File: src/rtl/mem_stage_pkg.sv
// Shared pipeline types for the memory-access stage.
// Load/store funct3 encodings and the MEM-stage FSM states.
package mem_stage_pkg;

    typedef enum logic [2:0] {
        LB  = 3'b000,
        LH  = 3'b001,
        LW  = 3'b010,
        LBU = 3'b100,
        LHU = 3'b101
    } load_funct3_t;

    typedef enum logic [2:0] {
        SB = 3'b000,
        SH = 3'b001,
        SW = 3'b010
    } store_funct3_t;

    typedef enum logic [1:0] {
        IDLE = 2'd0,
        BUSY = 2'd1,
        DONE = 2'd2
    } mem_state_t;

    localparam int MEM_W = 32;

endpackage

File: src/rtl/mem_align.sv
// Combinational lane logic for the MEM stage: byte enables,
// store-data alignment, access legality and load extension.
module mem_align
    import mem_stage_pkg::*;
(
    input  logic [2:0]  i_funct3,
    input  logic [1:0]  i_offset,
    input  logic        i_access,
    input  logic        i_store,
    input  logic [31:0] i_rs2,
    output logic [3:0]  o_mbe,
    output logic [31:0] o_wdata,
    output logic        o_err,
    input  logic [2:0]  i_ld_funct3,
    input  logic [1:0]  i_ld_offset,
    input  logic [31:0] i_rdata,
    output logic [31:0] o_ext
);

    logic       w_bad_f3;
    logic       w_misalign;
    logic       w_st_unsigned;
    logic [4:0] w_shamt;
    logic [7:0] w_byte;
    logic [15:0] w_half;

    assign w_shamt = {i_offset, 3'b000};

    // Request side: lane masks and shifted store data
    always_comb begin
        o_mbe   = 4'b1111;
        o_wdata = i_rs2;
        case (i_funct3[1:0])
            2'b00: begin
                o_mbe   = 4'b0001 << i_offset;
                o_wdata = {24'b0, i_rs2[7:0]} << w_shamt;
            end
            2'b01: begin
                o_mbe   = 4'b0011 << i_offset;
                o_wdata = {16'b0, i_rs2[15:0]} << w_shamt;
            end
            default: begin
                o_mbe   = 4'b1111;
                o_wdata = i_rs2;
            end
        endcase
        if (!i_store) begin
            o_mbe = 4'b1111;
        end
    end

    // Legality: reserved encodings, misalignment, unsigned stores
    always_comb begin
        w_bad_f3      = (i_funct3 == 3'b011) || (i_funct3 == 3'b110) ||
                        (i_funct3 == 3'b111);
        w_misalign    = 1'b0;
        if (i_funct3[1:0] == 2'b01) begin
            w_misalign = i_offset[0];
        end else if (i_funct3[1:0] == 2'b10) begin
            w_misalign = (i_offset != 2'b00);
        end
        w_st_unsigned = i_store && i_funct3[2];
        o_err         = i_access && (w_bad_f3 || w_misalign || w_st_unsigned);
    end

    // Response side: pick the addressed lane and extend it
    always_comb begin
        w_byte = i_rdata[{i_ld_offset, 3'b000} +: 8];
        w_half = i_ld_offset[1] ? i_rdata[31:16] : i_rdata[15:0];
        o_ext  = i_rdata;
        case (i_ld_funct3)
            LB:      o_ext = {{24{w_byte[7]}}, w_byte};
            LBU:     o_ext = {24'b0, w_byte};
            LH:      o_ext = {{16{w_half[15]}}, w_half};
            LHU:     o_ext = {16'b0, w_half};
            default: o_ext = i_rdata;
        endcase
    end

endmodule

File: src/rtl/mem_stage.sv
// Memory-access stage: registers one data-memory request per
// instruction, waits for the response and stalls the pipe meanwhile.
module mem_stage
    import mem_stage_pkg::*;
#(
    parameter int width = 32
) (
    input  logic             clk,
    input  logic             rst,
    input  logic             valid_i,
    input  logic             mem_read_i,
    input  logic             mem_write_i,
    input  logic [2:0]       funct3_i,
    input  logic [width-1:0] alu_out_i,
    input  logic [width-1:0] rs2_out_i,
    input  logic             load_i,
    input  logic             dmem_resp,
    input  logic [width-1:0] dmem_rdata,
    output logic             dmem_read,
    output logic             dmem_write,
    output logic [width-1:0] dmem_address,
    output logic [width-1:0] dmem_wdata,
    output logic [3:0]       dmem_mbe,
    output logic [width-1:0] mem_rdata_o,
    output logic             stall_o,
    output logic             mem_err_o
);

    mem_state_t       r_state;
    logic             r_read;
    logic             r_write;
    logic [width-1:0] r_addr;
    logic [width-1:0] r_wdata;
    logic [3:0]       r_mbe;
    logic [2:0]       r_funct3;
    logic [1:0]       r_offset;
    logic             r_is_load;
    logic [width-1:0] r_rdata;

    logic             w_access;
    logic             w_memop;
    logic             w_err;
    logic [3:0]       w_mbe;
    logic [width-1:0] w_wdata;
    logic [width-1:0] w_ext;

    assign w_access = valid_i && (mem_read_i || mem_write_i);
    assign w_memop  = w_access && !w_err;

    mem_align u_align (
        .i_funct3    (funct3_i),
        .i_offset    (alu_out_i[1:0]),
        .i_access    (w_access),
        .i_store     (mem_write_i),
        .i_rs2       (rs2_out_i),
        .o_mbe       (w_mbe),
        .o_wdata     (w_wdata),
        .o_err       (w_err),
        .i_ld_funct3 (r_funct3),
        .i_ld_offset (r_offset),
        .i_rdata     (dmem_rdata),
        .o_ext       (w_ext)
    );

    // Request FSM: latch in IDLE, hold in BUSY, park in DONE until advance
    always_ff @(posedge clk or posedge rst) begin
        if (rst) begin
            r_state   <= IDLE;
            r_read    <= 1'b0;
            r_write   <= 1'b0;
            r_addr    <= '0;
            r_wdata   <= '0;
            r_mbe     <= 4'b0;
            r_funct3  <= 3'b0;
            r_offset  <= 2'b0;
            r_is_load <= 1'b0;
            r_rdata   <= '0;
        end else begin
            case (r_state)
                IDLE: begin
                    if (w_memop) begin
                        r_read    <= !mem_write_i;
                        r_write   <= mem_write_i;
                        r_addr    <= {alu_out_i[width-1:2], 2'b00};
                        r_wdata   <= w_wdata;
                        r_mbe     <= w_mbe;
                        r_funct3  <= funct3_i;
                        r_offset  <= alu_out_i[1:0];
                        r_is_load <= !mem_write_i;
                        r_state   <= BUSY;
                    end
                end
                BUSY: begin
                    if (dmem_resp) begin
                        r_read  <= 1'b0;
                        r_write <= 1'b0;
                        if (r_is_load) begin
                            r_rdata <= w_ext;
                        end
                        r_state <= DONE;
                    end
                end
                DONE: begin
                    if (load_i) begin
                        r_state <= IDLE;
                    end
                end
                default: begin
                    r_read  <= 1'b0;
                    r_write <= 1'b0;
                    r_state <= IDLE;
                end
            endcase
        end
    end

    assign stall_o      = w_memop && (r_state != DONE);
    assign mem_err_o    = w_err;
    assign dmem_read    = r_read;
    assign dmem_write   = r_write;
    assign dmem_address = r_addr;
    assign dmem_wdata   = r_wdata;
    assign dmem_mbe     = r_mbe;
    assign mem_rdata_o  = r_rdata;

endmodule

File: config.mk
export PLATFORM = sky130hd
export DESIGN_NAME = mem_stage
export DESIGN_NICKNAME = d
export VERILOG_FILES = /design/src/rtl/mem_stage_pkg.sv /design/src/rtl/mem_align.sv /design/src/rtl/mem_stage.sv
export SDC_FILE = /design/constraint.sdc
export NUM_CORES = 1
export LEC_CHECK = 0
export CAP_MARGIN = 20
export CORE_UTILIZATION = 39
export CTS_CLUSTER_SIZE = 28
export DETAILED_ROUTE_END_ITERATION = 12
export GPL_ROUTABILITY_DRIVEN = 1
export PLACE_DENSITY = 0.85
export SYNTH_ARGS = -nofsm -noshare
export SYNTH_HDL_FRONTEND = slang
export SYNTH_SLANG_ARGS = --single-unit
File: constraint.sdc
create_clock -name clk -period 3.4 [get_ports clk]
set_input_delay 0.51 -clock clk [delete_from_list [all_inputs] [get_ports clk]]
set_output_delay 0.51 -clock clk [all_outputs]
set_load 0.1 [all_outputs]
* Word level (Yosys, flattened, before mapping)
Index checks and enable logic that the tools add are counted.
** Word-level totals
- Word-level logic and storage cells :: 66
- Input port bits :: 106
- Output and inout bits :: 104
- Flip-flop bits (word level) :: 108
** Cells by class
- Shift-type cells :: 5
- Equality and inequality tests :: 14
- Mux-type cells :: 16
- Reductions and logical operators :: 20
- Bitwise operators :: 1
** Operator list (count)
- $pmux W32 S4 :: 1
- $pmux W32 S2 :: 1
- $shiftx A32 B6 Y8 :: 1
- $shl A16 B5 Y32 :: 1
- $shl A8 B5 Y32 :: 1
- $mux W16 :: 1
- $eq A3 B3 Y1 const B :: 4
- $reduce_and A3 Y1 :: 3
- $ne A2 B2 Y1 const B :: 4
- $pmux W4 S2 :: 1
- $mux W2 :: 3
- $pmux W1 S3 :: 2
- $pmux W2 S3 :: 1
- $logic_and A1 B1 Y1 :: 5
- $logic_or A1 B1 Y1 :: 5
- $mux W1 :: 5
- $eq A2 B1 Y1 const B :: 2
- $eq A2 B2 Y1 const B :: 2
- $logic_not A2 Y1 :: 2
- $mux W4 :: 1
- $shl A1 B2 Y4 const A :: 1
- $shl A2 B2 Y4 const A :: 1
- $eq A3 B1 Y1 const B :: 1
- $eq A3 B2 Y1 const B :: 1
- other kinds (5) :: 6

* Logic depth before layout (Yosys ltp)
Gate-level depths: netlist of run 1.
- Word-level depth :: 10
- Mapped depth :: 7

* Hierarchy
Synthesis of run 1 repeated with hierarchy kept, for this count alone.
** Second synthesis, totals
- Cells, all modules :: 486
- Area, all modules :: 5931.9 um^2
** By module, submodules not included
- mem_stage :: cells each 251, sequential area each 2702.6 um^2, area an instance 4485.6 um^2, times used 1
- mem_align :: cells each 235, sequential area each 0.0 um^2, area an instance 1446.4 um^2, times used 1

* Worst setup path after synthesis of run 1
Ideal clock, no wire load.
- Path type :: input-to-output
- From :: input mem_write_i
- To :: output mem_err_o
- Stages :: 2
- Path slack :: 0.016 ns
- Data required time :: 2.890 ns
- Path buffers :: 0
- Arrival :: 2.874 ns
- Path through :: o21a_1 -> nor3b_1
** Between the ends
- Longest elaborated chain between the ends :: 3
** RTL lines
- start: declaration :: line mem_stage.sv:12 : input logic mem_write_i,
- $logic_or A1 B1 Y1 or $logic_and A1 B1 Y1 (tied branches) :: line mem_stage.sv:47, mem_align.sv:62
- $logic_and A1 B1 Y1 or $logic_or A1 B1 Y1 (tied branches) :: line mem_stage.sv:47, mem_align.sv:63
- $logic_and A1 B1 Y1 (*) :: line mem_align.sv:63 : o_err = i_access && (w_bad_f3 || w_misalign || w_st_unsigned);
- end: declaration :: line mem_stage.sv:26 : output logic mem_err_o
Mark *: on every way between the ends. The rest lies on a longest branch, timed or not.

* Worst setup path after layout of run 1
- From :: input funct3_i[0]
- To :: output stall_o
** Between the ends
- Longest elaborated chain between the ends :: 9
** RTL lines
- start: declaration :: line mem_stage.sv:13 : input logic [2:0] funct3_i,
- $eq A2 B2 Y1, or another cell as far along :: line mem_align.sv:59 : end else if (i_funct3[1:0] == 2'b10) begin
- $mux W1 or $logic_or A1 B1 Y1 (tied branches) :: line mem_align.sv:59, mem_align.sv:54
- $mux W1 or $logic_or A1 B1 Y1 (tied branches) :: line mem_align.sv:57, mem_align.sv:54
- $logic_or A1 B1 Y1 (*) (2 in a row) :: line mem_align.sv:63
- $logic_and A1 B1 Y1 (*) :: line mem_align.sv:63
- $logic_not A1 Y1 (*) :: line mem_stage.sv:48 : assign w_memop = w_access && !w_err;
- $logic_and A1 B1 Y1 (*) :: line mem_stage.sv:48
- $logic_and A1 B1 Y1 (*) :: line mem_stage.sv:117 : assign stall_o = w_memop && (r_state != DONE);
- end: declaration :: line mem_stage.sv:25 : output logic stall_o,
Marks and branches as above.

==> impl_metrics.tcl, run 1 <==
set metrics [dict create \
    start_kind "input port" \
    fin_crit_sh 0.7760 \
    drt-total-wl_um 15560 \
    antenna_found_initial 0 \
    dp_hpwl_um 11300 \
    cp.arrival_ns 2.13 \
    ios 210 \
    r2r-start "r_funct3[0]$_DFFE_PP0P_" \
    diodes 0 \
    rr_worst_depth 4 \
    setup_violations 0 \
    cts_hold_buffers 0 \
    cp_cell_sequence "clkdlybuf4s50_1, nor4_2, o21ai_1, a21oi_1, buf_12" \
    ys_seq_area_frac 0.5238 \
    crit_slowest_cell "clkdlybuf4s50_1" \
    syn2layout_area_growth_pct 48.13 \
    worst_clock_skew_ns 0.005179 \
    cts_root_buf "clkbuf_16" \
    setup_slack_ns 0.7616 \
    min_path_type "register to register" \
    maxCapViolCount 0 \
    drc 0 \
    worst-endpoint-required_ns 2.89 \
    wire_per_inst_um 17.72 \
    first_iter_violations 429 \
    ys_seq_elements 108 \
    postSynthAreaPerCell_um2 10.00 \
    async_flop_share 1.000 \
    grt_pass1_vias 4783 \
    whs_endpoint "dmem_wdata[30]$_DFFE_PP0P_" \
    status "completed" \
    via_per_inst 5.448 \
    slowest_delay_ns 0.53 \
    clock.fmax_ghz 0.3790 \
    num_vias 4783 \
    syn-cell-area_mm2 0.005160 \
    antenna_left 0 \
    die_h_um 117.0 \
    slew_headroom 0.3183 \
    tightest_slew_ns 1.019 \
    dp_slack_ns 0.7819 \
    r2r_slack_ns 1.38 \
    grt-ovfl-total 0 \
    synth.largest_area_cell "dfrtp_1" \
    drive_gt1_frac 0.06091 \
    drt_pass1_iterations 9 \
    synth_area_leaders "dfrtp_1, mux2_1, nand2_1" \
    dieArea_mm2 0.01369 \
    grt_pass1_wl_um 23870 \
    cts_made_buffers 9 \
    hold_viol_final 0 \
    core_area_mm2 0.01277 \
    final_nets 807 \
    cts_setup_buffers 0 \
    synth_edf_count 0 \
    cp.buffers_inverters 2 \
    hold_ws_ns 0.4823 \
    rsz0062_at_grt "false" \
    slew_violations 0 \
    htreeDepth 3 \
    start_util 0.4040 \
    cts.path.max_buffers 2 \
    path_class "input port to output port" \
    gp_congestion 0.8523 \
    crit_start "funct3_i[0]" \
    critical-path-top-delay-family "buffers and inverters" \
    ys_warn_count 0 \
    synthCells 516 \
    synth.distinct_cells 43 \
    cts_sinks 108 \
    min_from "dmem_wdata[30]$_DFFE_PP0P_" \
    num-fill-cells 1045 \
    ys.flop_type "dfrtp_1" \
    num_rows 41 \
    cts_resized 0 \
    rr_endpoint "mem_rdata_o[0]$_DFFE_PP0P_" \
    grt_max_degree 112 \
    clk_pin_slew_ns 0.07 \
    cts_tree "done" \
    portBuffers 207 \
    netlist.area_leader.share 0.5238 \
    holdPathStages 2 \
    die_w_um 117.0 \
    clk_latency_ns 0.35 \
    end_kind "output port" \
    cp_max_fo 5 \
    fin_crit_ns 2.638 \
    grt_usage 0.2313 \
    finalSetupTns_ns 0 \
]
[cells by family (layout without fill, tap and decap cells)]
kind of cell | after synthesis | after routing | share of synthesized area
and+or+nand+nor | 157 | 157 | 0.1431
AOI/OAI and AO/OA | 156 | 156 | 0.1833
DFF | 108 | 108 | 0.5238
muxes | 47 | 47 | 0.1048
buffers and inverters | 47 | 236 | 0.04437
other | 1 | 2 | 0.0007268
[state kept, by name, summed over array words and instances (netlist names), 2 cells and up]
name,count
dmem_address,30
dmem_mbe,4
r_offset,2
r_state,2
dmem_wdata,32
r_funct3,3
mem_rdata_o,32
[worst register-to-register path, cell delays in order (launching register included)]
cell	delay [ns]
dfrtp_1	0.53
nor2b_1	0.62
o21bai_1	0.39
a31oi_1	0.28
o21a_1	0.14
[area by class of cell]
type / count / area [um^2] / share of cell area
clock buffer: 12 / 256.5 / 0.03356
clock inverter: 4 / 47.55 / 0.006220
inverter: 6 / 25.02 / 0.003274
multi-input combinational: 362 / 2232 / 0.2920
sequential: 108 / 2703 / 0.3536
tap: 172 / 215.2 / 0.02816
timing repair buffer: 214 / 2165 / 0.2832
[synthesized netlist by cell type (all sizes together) (6+ instances only)]
master and count:
dfrtp 108, nand2 76, a21oi 49, o21ai 49
mux2 46, nor2 29, clkbuf 24, buf 17
a22oi 16, nand2b 14, a221oi 9, nand3b 9
nor2b 9, a31oi 8, o31ai 8, o211ai 7
inv 6
[placed cells by master, fill, tap and decap left out, drive strengths merged, types with 12 or more instances in the layout]
master / netlist / routed
nand2b: 14 / 14
clkdlybuf4s50: 0 / 203
o21ai: 49 / 49
nand2: 76 / 76
a22oi: 16 / 16
nor2: 29 / 29
clkbuf: 24 / 12
dfrtp: 108 / 108
a21oi: 49 / 49
mux2: 46 / 46
[stage by stage]
step | utilization | std cells | cell area, um^2
2_1_floorplan | - | 517 | 5164
3_3_place_gp | 0.5746 | 862 | 7340
3_5_place_dp | 0.5746 | 862 | 7340
4_1_cts | 0.5984 | 878 | 7644
5_1_grt | 0.5984 | 878 | 7644
6_report | 0.5984 | 878 | 7644
[worst max-delay path by stage]
| stage | to | slack [ns] | cells past startpoint |
|---|---|---|---|
| after floorplan | mem_err_o | 0.02 | 2 |
| after global placement | stall_o | 0.87 | 5 |
| after detailed placement | stall_o | 0.78 | 5 |
| after CTS | stall_o | 0.78 | 5 |
| after global routing | stall_o | 0.66 | 5 |
| final | stall_o | 0.76 | 5 |
[routing by layer]
metal | track usage | vias up | part of all wire
met3 | 0.07570 | 23 | 0.094
met2 | 0.4075 | 276 | 0.50
met5 | 0 | - | 0
met1 | 0.2684 | 2294 | 0.39
met4 | 0.06835 | 0 | 0.017
li1 | - | 2190 | -
Power of run 1 is left out: the tool's default activity adds up to more than one toggle a clock period on the data nets, which glitch-free logic cannot reach.
==> inputs of run 2 (changes only) <==
==> constraint.sdc (replaced) <==
create_clock -name clk -period 2.2 [get_ports clk]
set_input_delay 0.33 -clock clk [delete_from_list [all_inputs] [get_ports clk]]
set_output_delay 0.33 -clock clk [all_outputs]
set_load 0.1 [all_outputs]
==> impl_metrics.tcl, run 2 (synthesis gave the netlist of run 1 again) <==
set metrics [dict create \
    hold_viol_final 0 \
    cts.path.max_buffers 2 \
    r2r-start "r_state[1]$_DFFE_PP0P_" \
    grt_max_degree 49 \
    fin_crit_sh 0.9664 \
    clk_pin_slew_ns 0.08 \
    antenna_found_initial 0 \
    worst_clock_skew_ns 0.005930 \
    htreeDepth 3 \
    maxCapViolCount 0 \
    grt_pass1_wl_um 23190 \
    end_kind "output port" \
    cts_sinks 108 \
    status "completed" \
    clock.fmax_ghz 0.4703 \
    cp.buffers_inverters 2 \
    min_path_type "input port to async pin" \
    dieArea_mm2 0.01369 \
    grt_pass1_vias 4709 \
    die_w_um 117.0 \
    cp_max_fo 4 \
    cts_setup_buffers 0 \
    wire_per_inst_um 16.90 \
    worst-endpoint-required_ns 1.87 \
    portBuffers 207 \
    hold_ws_ns 0.3624 \
    cp_cell_sequence "clkdlybuf4s50_1, a221oi_2, o21ai_1, a21oi_2, buf_12" \
    layout_common_cells "buf_4, dfrtp_1, clkdlybuf4s50_1" \
    ios 210 \
    slew_headroom 0.5812 \
    drt_pass1_iterations 4 \
    drc 0 \
    slowest_delay_ns 0.48 \
    via_per_inst 5.382 \
    grt_usage 0.2218 \
    start_kind "input port" \
    grt-ovfl-total 0 \
    cts_tree "done" \
    fin_crit_ns 2.126 \
    cts_hold_buffers 0 \
    final_common_cell "buf_4" \
    num_vias 4817 \
    syn2layout_area_growth_pct 47.38 \
    die_h_um 117.0 \
    cts_resized 0 \
    crit_slowest_cell "clkdlybuf4s50_1" \
    dp_hpwl_um 11350 \
    start_util 0.4040 \
    core_area_mm2 0.01277 \
    r2r_slack_ns 0.46 \
    drt-total-wl_um 15130 \
    rr_endpoint "dmem_wdata[28]$_DFFE_PP0P_" \
    diodes 0 \
    drive_gt1_frac 0.2227 \
    cts_root_buf "clkbuf_16" \
    rr_worst_depth 6 \
    final_nets 824 \
    first_iter_violations 435 \
    path_class "input port to output port" \
    setup_violations 0 \
    clk_latency_ns 0.35 \
    fin_util 0.5954 \
    num_rows 41 \
    tightest_slew_ns 0.6260 \
    slew_violations 0 \
    cp.arrival_ns 1.80 \
    gp_congestion 0.9135 \
    cts_made_buffers 9 \
    rsz0062_at_grt "false" \
    critical-path-top-delay-family "compound AO/OA/AOI/OAI gates" \
    antenna_left 0 \
]
[run 2: changes by cell type in the layout (fill, tap and decap cells not counted), sizes merged]
| cell | previous run | this run |
|---|---|---|
| clkdlybuf4s50 | 203 | 105 |
| clkbuf | 12 | 9 |
| bufinv | 1 | 2 |
| inv | 6 | 7 |
| clkinv | 2 | 3 |
| buf | 11 | 126 |
[run 2: layout make-up]
cell class	count	area, um^2
flip-flops and latches	108	2703
repair buffers	231	2085
multi-input cells	362	2241
well taps	172	215.2
inverters	6	26.28
fillers	1036	5169
clock inverters	7	110.1
clock buffers	9	225.2
[run 2: worst reg2reg max path: stages (launching register included)]
cell      delay [ns]
dfrtp_1         0.52
nor2_1          0.12
o211ai_1        0.29
buf_12          0.29
buf_4           0.26
nand2_1         0.09
o21ai_1         0.08
[run 2: worst max path at each step]
| stage | from | end | slack, ns | cells past startpoint |
|---|---|---|---|---|
| after floorplan | funct3_i[2] | stall_o | 0.15 | 3 |
| after global placement | funct3_i[2] | dmem_address[15]$_DFFE_PP0P_ | -0.002 | 5 |
| after detailed placement | funct3_i[2] | dmem_wdata[28]$_DFFE_PP0P_ | -0.13 | 7 |
| after CTS | funct3_i[2] | stall_o | 0.07 | 5 |
| after global routing | funct3_i[2] | stall_o | 0.006 | 5 |
| final | funct3_i[2] | stall_o | 0.07 | 5 |
[run 2: layer usage]
metal	up-vias	GRT usage	part of all wire
li1	2229	-	-
met3	25	0.04583	0.076
met5	-	0	0
met1	2337	0.2625	0.40
met4	0	0.09198	0.022
met2	226	0.3929	0.50
[run 2: per-stage QoR]
| step | instance area (um^2) | cells | setup WS (ns) | setup TNS (ns) |
|---|---|---|---|---|
| floorplan | 5176 | 517 | 0.1543 | 0 |
| global placement | 7269 | 879 | -0.001697 | -0.008261 |
| detailed placement | 7269 | 879 | -0.1333 | -4.143 |
| CTS | 7605 | 895 | 0.06921 | 0 |
| global route | 7605 | 895 | 0.006178 | 0 |
| finish | 7605 | 895 | 0.07390 | 0 |
Power of run 2 is left out for the same reason.
==> inputs of run 3 (changes only) <==
--- a/config.mk
+++ b/config.mk
@@ -6,11 +6,11 @@
 export NUM_CORES = 1
 export LEC_CHECK = 0
 export CAP_MARGIN = 20
-export CORE_UTILIZATION = 39
+export CORE_UTILIZATION = 35
 export CTS_CLUSTER_SIZE = 28
 export DETAILED_ROUTE_END_ITERATION = 12
 export GPL_ROUTABILITY_DRIVEN = 1
-export PLACE_DENSITY = 0.85
+export PLACE_DENSITY = 0.78
 export SYNTH_ARGS = -nofsm -noshare
 export SYNTH_HDL_FRONTEND = slang
 export SYNTH_SLANG_ARGS = --single-unit
==> impl_metrics.tcl, run 3 (synthesis gave the netlist of run 1 again) <==
set metrics [dict create \
    dp_slack_ns -0.04958 \
    rsz0062_at_grt "false" \
    layout_common_cells "buf_4, dfrtp_1, clkdlybuf4s50_1" \
    cp.arrival_ns 1.76 \
    num-fill-cells 1329 \
    end_kind "output port" \
    start_util 0.3564 \
    finalSetupTns_ns 0 \
    cts_resized 0 \
    start_kind "input port" \
    setup_slack_ns 0.1077 \
    final_common_cell "buf_4" \
    grt_usage 0.2130 \
    grt_pass1_vias 4823 \
    worst-endpoint-required_ns 1.87 \
    fin_crit_ns 2.092 \
    final_nets 824 \
    cts_tree "done" \
    diodes 0 \
    ios 210 \
    drc 0 \
    wire_per_inst_um 17.27 \
    cts_hold_buffers 0 \
    cts_sinks 108 \
    first_iter_violations 286 \
    die_w_um 123.4 \
    rr_endpoint "dmem_address[28]$_DFFE_PP0P_" \
    rr_worst_depth 4 \
    antenna_found_initial 0 \
    num_vias 4794 \
    worst_clock_skew_ns 0.007110 \
    clk_pin_slew_ns 0.07 \
    drt-total-wl_um 15670 \
    grt_max_degree 85 \
    num_rows 44 \
    drive_gt1_frac 0.2227 \
    clock.fmax_ghz 0.4780 \
    slew_violations 0 \
    maxCapViolCount 0 \
    syn2layout_area_growth_pct 46.87 \
    antenna_left 0 \
    via_per_inst 5.286 \
    fin_crit_sh 0.9510 \
    r2r-start "r_state[1]$_DFFE_PP0P_" \
    dieArea_mm2 0.01523 \
    min_path_type "input port to async pin" \
    die_h_um 123.4 \
    cp_max_fo 4 \
    cts_setup_buffers 0 \
    cts.path.max_buffers 2 \
    dp_hpwl_um 11730 \
    clk_latency_ns 0.36 \
    portBuffers 207 \
    r2r_slack_ns 0.46 \
    hold_viol_final 0 \
    tightest_slew_ns 0.6543 \
    setup_violations 0 \
    grt_pass1_wl_um 24720 \
    htreeDepth 3 \
    grt-ovfl-total 0 \
    drt_pass1_iterations 4 \
    gp_congestion 0.9205 \
    core_area_mm2 0.01448 \
    status "completed" \
    slew_headroom 0.5638 \
    cts_made_buffers 9 \
    cts_root_buf "clkbuf_16" \
    path_class "input port to output port" \
]
## run 3: cell count changes in the layout (fill, tap and decap cells not counted), sizes merged
cell    before  now
clkinv       3    2
clkbuf       9   10
inv          7    8
bufinv       2    1
## run 3: layout make-up
type | count | area (um^2) | area share
Clock inverter | 6 | 80.08 | 0.01057
Tap cell | 184 | 230.2 | 0.03038
Timing Repair Buffer | 231 | 2059 | 0.2718
Sequential cell | 108 | 2703 | 0.3566
Clock buffer | 10 | 239.0 | 0.03153
Inverter | 6 | 26.28 | 0.003467
Multi-Input combinational cell | 362 | 2241 | 0.2957
## run 3: worst max-delay path by stage
stage                 start                      endpoint  slack (ns)  cells past startpoint
2_1_floorplan   funct3_i[2]                       stall_o        0.15                      3
3_3_place_gp   alu_out_i[0]  dmem_address[31]$_DFFE_PP0P_        0.02                      5
3_5_place_dp   alu_out_i[0]  dmem_address[28]$_DFFE_PP0P_       -0.05                      5
4_1_cts        alu_out_i[0]                       stall_o        0.09                      5
5_1_grt        alu_out_i[0]                       stall_o        0.04                      5
6_report        funct3_i[2]                       stall_o        0.11                      5
## run 3: per-stage QoR
step | util | hold WS [ns] | cells | instance area [um^2]
finish | 0.5234 | 0.4200 | 907 | 7579
global placement | 0.5014 | 0.4665 | 891 | 7259
global route | 0.5234 | 0.4622 | 907 | 7579
CTS | 0.5234 | 0.4199 | 907 | 7579
floorplan | - | 0.4191 | 517 | 5176
detailed placement | 0.5014 | 0.4722 | 891 | 7259
## run 3: metal layers
metal  part of all wire  GRT usage  vias up  routed length [um]
met5                  0          0        -                   0
met1               0.39     0.2525     2301                6098
met3              0.092    0.05120       28                1445
met4              0.025    0.09036        0                 388
met2               0.49     0.3670      236                7734
li1                   -          -     2229                   -
## run 3: worst max-delay path, cell delays in order
cell and delay, ns:
clkdlybuf4s50_1 0.46, nor4_2 0.42, o21ai_1 0.17, a21oi_2 0.19, buf_12 0.19
Power of run 3 is left out for the same reason.
